`config.mk`:
```
export PLATFORM = sky130hd
export DESIGN_NAME = interrupt_ctrl
export DESIGN_NICKNAME = d
export VERILOG_FILES = /design/src/rtl/interrupt_ctrl.sv
export SDC_FILE = /design/constraint.sdc
export NUM_CORES = 1
export LEC_CHECK = 0
export BUFFER_PORTS_ARGS = -buffer_cell sky130_fd_sc_hd__buf_2
export CAP_MARGIN = 20
export CORE_AREA = 2 2 47 66
export DETAILED_ROUTE_END_ITERATION = 10
export DIE_AREA = 0 0 49 68
export PLACE_DENSITY_LB_ADDON = 0.15
export SLEW_MARGIN = 20
export SYNTH_ARGS = -nofsm -noshare
export SYNTH_HDL_FRONTEND = slang
export SYNTH_SLANG_ARGS = --single-unit
export TNS_END_PERCENT = 30
```
`constraint.sdc`:
```
create_clock -name clockgb -period 1.6 [get_ports clockgb]
set_input_delay 0.16 -clock clockgb [delete_from_list [all_inputs] [get_ports clockgb]]
set_output_delay 0.16 -clock clockgb [all_outputs]
set_load 0.1 [all_outputs]
```
`src/rtl/interrupt_ctrl.sv`:
```
// Game Boy interrupt controller: IF/IE registers, IME sequencing and fixed-priority dispatch.
// Optional INTC_WAKE_EN builds the HALT wake output (|pending); otherwise wake is tied low.
module interrupt_ctrl #(
  parameter logic [15:0] IF_ADDR     = 16'hff0f,
  parameter logic [15:0] IE_ADDR     = 16'hffff,
  parameter logic [15:0] VECTOR_BASE = 16'h0040
) (
  input  logic        clockgb,
  input  logic        reset,
  input  logic [15:0] address,
  input  logic [7:0]  indata,
  output logic [7:0]  outdata,
  input  logic        load,
  input  logic        store,
  input  logic [4:0]  irq_src,
  input  logic        ime_set,
  input  logic        ime_set_now,
  input  logic        ime_clear,
  input  logic        instr_done,
  output logic        int_req,
  output logic [15:0] int_vector,
  input  logic        int_ack,
  output logic        wake
);

  localparam int unsigned N_SRC = 5;
  localparam int unsigned IDX_W = 3;

  typedef enum logic [1:0] {IME_OFF, IME_ARMED, IME_ON} ime_e;
  typedef enum logic {ST_IDLE, ST_PENDING} disp_e;

  logic [N_SRC-1:0] if_q, if_d;
  logic [7:0]       ie_q, ie_d;
  ime_e             ime_q, ime_d;
  disp_e            state_q, state_d;
  logic [IDX_W-1:0] idx_q, idx_d;
  logic             int_req_q, int_req_d;
  logic [15:0]      int_vector_q, int_vector_d;

  logic [N_SRC-1:0] pend;
  logic [IDX_W-1:0] first_idx;
  logic             ack_fire;

  assign pend     = if_q & ie_q[N_SRC-1:0];
  assign ack_fire = (state_q == ST_PENDING) && int_ack;

  // Lowest set bit of pend wins (vblank highest priority)
  always_comb begin
    first_idx = '0;
    for (int i = N_SRC - 1; i >= 0; i--) begin
      if (pend[i]) first_idx = IDX_W'(i);
    end
  end

  always_comb begin
    if_d         = if_q;
    ie_d         = ie_q;
    ime_d        = ime_q;
    state_d      = state_q;
    idx_d        = idx_q;
    int_vector_d = int_vector_q;

    // IF update order gives irq_src > store > ack clear
    if (ack_fire) if_d[idx_q] = 1'b0;
    if (store && (address == IF_ADDR)) if_d = indata[N_SRC-1:0];
    if_d = if_d | irq_src;

    if (store && (address == IE_ADDR)) ie_d = indata;

    if (ime_clear) begin
      ime_d = IME_OFF;
    end else if (ack_fire) begin
      ime_d = IME_OFF;
    end else if (ime_set_now) begin
      ime_d = IME_ON;
    end else if (ime_q == IME_OFF && ime_set) begin
      ime_d = IME_ARMED;
    end else if (ime_q == IME_ARMED && instr_done) begin
      ime_d = IME_ON;
    end

    case (state_q)
      ST_IDLE: begin
        if (ime_q == IME_ON && pend != '0) begin
          state_d      = ST_PENDING;
          idx_d        = first_idx;
          int_vector_d = VECTOR_BASE + 16'({first_idx, 3'b000});
        end
      end
      ST_PENDING: begin
        if (int_ack) state_d = ST_IDLE;
      end
      default: state_d = ST_IDLE;
    endcase

    int_req_d = (state_d == ST_PENDING);
  end

  always_ff @(posedge clockgb) begin
    if (reset) begin
      if_q         <= '0;
      ie_q         <= '0;
      ime_q        <= IME_OFF;
      state_q      <= ST_IDLE;
      idx_q        <= '0;
      int_req_q    <= 1'b0;
      int_vector_q <= '0;
    end else begin
      if_q         <= if_d;
      ie_q         <= ie_d;
      ime_q        <= ime_d;
      state_q      <= state_d;
      idx_q        <= idx_d;
      int_req_q    <= int_req_d;
      int_vector_q <= int_vector_d;
    end
  end

  assign int_req    = int_req_q;
  assign int_vector = int_vector_q;

  // Bus read mux; zero when not addressed so it can be ORed onto the bus
  always_comb begin
    outdata = 8'h00;
    if (load && address == IF_ADDR)      outdata = {3'b111, if_q};
    else if (load && address == IE_ADDR) outdata = ie_q;
  end

`ifdef INTC_WAKE_EN
  assign wake = |pend;
`else
  assign wake = 1'b0;
`endif

endmodule

```
==> flow_metrics.env <==
export IMPL_status="finished clean"
export IMPL_num_fill_cells=282
export IMPL_yosysSeqAreaShare=0.343
export IMPL_grt_start_max_net_pins=21
export IMPL_worstPathCellList="buf_2 > nand4_1 > or3_4 > nor2_8 > a21o_1 > buf_12"
export IMPL_instances_no_fill=227
export IMPL_cts_num_sinks=20
export IMPL_final_antenna_net_count=0
export IMPL_final_area_mm2=0.00161
export IMPL_path_delay_family="simple AND/OR/NAND/NOR gates"
export IMPL_fin_ws_ns=0.0792
export IMPL_cts_buffers=3
export IMPL_clockBufferDepth=2
export IMPL_dp_hpwl_um=2500
export IMPL_setup_viol=0
export IMPL_hold_path_class="in -> reg"
export IMPL_wire_per_inst_um=14.2
export IMPL_critPathMaxStageDelay_ns=0.45
export IMPL_rows=23
export IMPL_timing_final_crit_share=0.950
export IMPL_synthCells=138
export IMPL_mostFrequentLayoutCells="buf_2 (42), dfxtp_1 (20), a21oi_1 (18), conb_1 (13), o21ai_0 (10)"
export IMPL_area_delta_synth_final_pct=38.3
export IMPL_min_from="ime_clear"
export IMPL_finalMaxSlewViolations=0
export IMPL_clk_latency_ns=0.26
export IMPL_pin_count=64
export IMPL_slowest_stage="or3_4"
export IMPL_finalSetupTns_ns=0
export IMPL_antenna_cells=0
export IMPL_drtIter0Drc=28
export IMPL_die_y_um=68
export IMPL_die_w_um=49
export IMPL_cts_tree="yes"
export IMPL_htree_levels=1
export IMPL_synth_edf_count=0
export IMPL_dpl_worst_slack_ns=0.0208
export IMPL_worstHoldPathCells=2
export IMPL_path_clk_slew_ns=0.07
export IMPL_ff2ff_setup_slack_ns=0.26
export IMPL_fmax_mhz=658
export IMPL_antenna_found_initial=0
export IMPL_num_vias=1275
export IMPL_grt_pass1_vias=1187
export IMPL_grtUsageTotal=0.191
export IMPL_ys_warn_count=0
export IMPL_r2r_end="idx_q[0]"
export IMPL_ys_types=42
export IMPL_finalWirelength_um=3210
export IMPL_startpoint_type="primary input"
export IMPL_numPortBuffers=50
export IMPL_rr_worst_depth=4
export IMPL_grt_pass1_wl_um=4990
export IMPL_drive_gt1_frac=0.374
export IMPL_root_buffer="clkbuf_8"
export IMPL_layout_commonest_cell="buf_2"
export IMPL_power_density_mw_per_mm2=781
export IMPL_cts_setup_buffers=0
export IMPL_vdd_drop_max_uv=492
export IMPL_synthArstFlopShare=0
export IMPL_die_area_mm2=0.00333
export IMPL_drcViolationCount=0
export IMPL_hold_violations=0
export IMPL_holdBufCountCts=0
export IMPL_firstDrtPassIters=4
export IMPL_cp_required_ns=1.44
export IMPL_fin_nets=229
export IMPL_gp_congestion=0.781
export IMPL_fin_worst_skew_ns=0.00352
export IMPL_netlist_area_mm2=0.00117
export IMPL_cp_max_fo=8
export IMPL_post_synth_cell_area_avg_um2=8.46
export IMPL_holdPathEnd="ime_q[1]"
export IMPL_placed_area_mm2=0.00154
export IMPL_core_mm2=0.00279
export IMPL_place_inst=223
export IMPL_rsz0062_at_grt="false"
export IMPL_leakage_nw=0.675
export IMPL_crit_arrival_ns=1.36
export IMPL_start_util=0.418
export IMPL_synthFlopType="dfxtp_1"
export IMPL_gr_total_overflow=0
export IMPL_period_minus_slack_ns=1.52
export IMPL_max_cap_viol_count=0
export IMPL_crit_type="in -> out"
export IMPL_worst_path_buf_inv=2
export IMPL_viasPerCell=5.62
export IMPL_ys_seq_elements=20
export IMPL_holdWs_ns=0.0821
export IMPL_cp_end_kind="primary output"
export IMPL_rr_startpoint="int_req"
==> synth_stat cells (2+ instances only) <==
cell	number	area, um2
and4_1	2	17.5
a22o_2	2	20.0
o221ai_1	3	26.3
o21ai_0	10	50.1
nand4_1	4	25.0
nor3_1	2	10.0
nand3_1	9	45.0
dfxtp_1	20	400
nand2_1	5	18.8
a21o_1	3	22.5
a22oi_1	2	15.0
nand2b_1	3	18.8
a31oi_1	6	37.5
inv_1	2	7.51
a22o_1	3	26.3
a21oi_1	18	90.1
nand3b_1	2	15.0
buf_4	13	97.6
clkbuf_1	3	11.3
nor2_1	4	15.0
==> routing by layer <==
layer | part of all wire | routed length [um] | global-route usage | up-vias
li1 | - | - | - | 614
met1 | 0.38 | 1210 | 0.197 | 593
met4 | 0.020 | 63 | 0.121 | 0
met2 | 0.55 | 1760 | 0.375 | 62
met5 | 0 | 0 | 0 | -
met3 | 0.058 | 186 | 0.0131 | 6
==> cell type report <==
| cell class | count | area (um2) | share of cell area |
|---|---|---|---|
| multi-input cells | 110 | 688 | 0.426 |
| well taps | 37 | 46.3 | 0.0287 |
| clock buffers | 3 | 41.3 | 0.0256 |
| clock inverters | 1 | 30.0 | 0.0186 |
| flip-flops and latches | 20 | 400 | 0.248 |
| inverters | 2 | 7.51 | 0.00465 |
| repair buffers | 54 | 400 | 0.248 |
==> power by group <==
group          total (mW)  internal (mW)  switching, mW  leakage (nW)
Combinational       0.228         0.0494          0.179         0.476
Sequential          0.520          0.508         0.0118         0.163
Clock               0.513          0.334          0.178        0.0357
Total                1.26          0.892          0.369         0.675
==> state kept, by name, indices dropped and copies added, names as in the netlist <==
signal and flops:
ime_q 2, if_q 5, int_vector 2, idx_q 2, ie_q 8, int_req 1
==> through the flow <==
| step | power [mW] | util |
|---|---|---|
| 2_1_floorplan | 0.722 | - |
| 3_3_place_gp | 0.754 | 0.551 |
| 3_5_place_dp | 0.758 | 0.551 |
| 4_1_cts | 1.27 | 0.576 |
| 5_1_grt | 1.30 | 0.578 |
| 6_report | 1.26 | 0.578 |
==> how the worst max path moves through the flow <==
stage,startpoint,slack (ns),to,cells past startpoint
CTS,address[1],0.02,outdata[6],6
finish,address[1],0.08,outdata[6],6
detailed placement,address[1],0.02,outdata[6],6
global route,address[5],0.02,outdata[4],7
floorplan,int_req,-0.20,if_q[0],4
global placement,address[1],0.06,outdata[6],6
==> repair_timing <==
item / CTS / global route
resized for setup: 0 / 1
hold endpoints to repair: 0 / 0
setup endpoints to repair: 0 / 8
==> logic make-up after synthesis <==
logic type | share of synthesized area
AO/OA/AOI/OAI | 0.316
buffers and inverters | 0.114
other | 0.00321
flip-flops | 0.343
AND/OR/NAND/NOR | 0.224
Note: power is estimated with default switching activity, not from simulation.
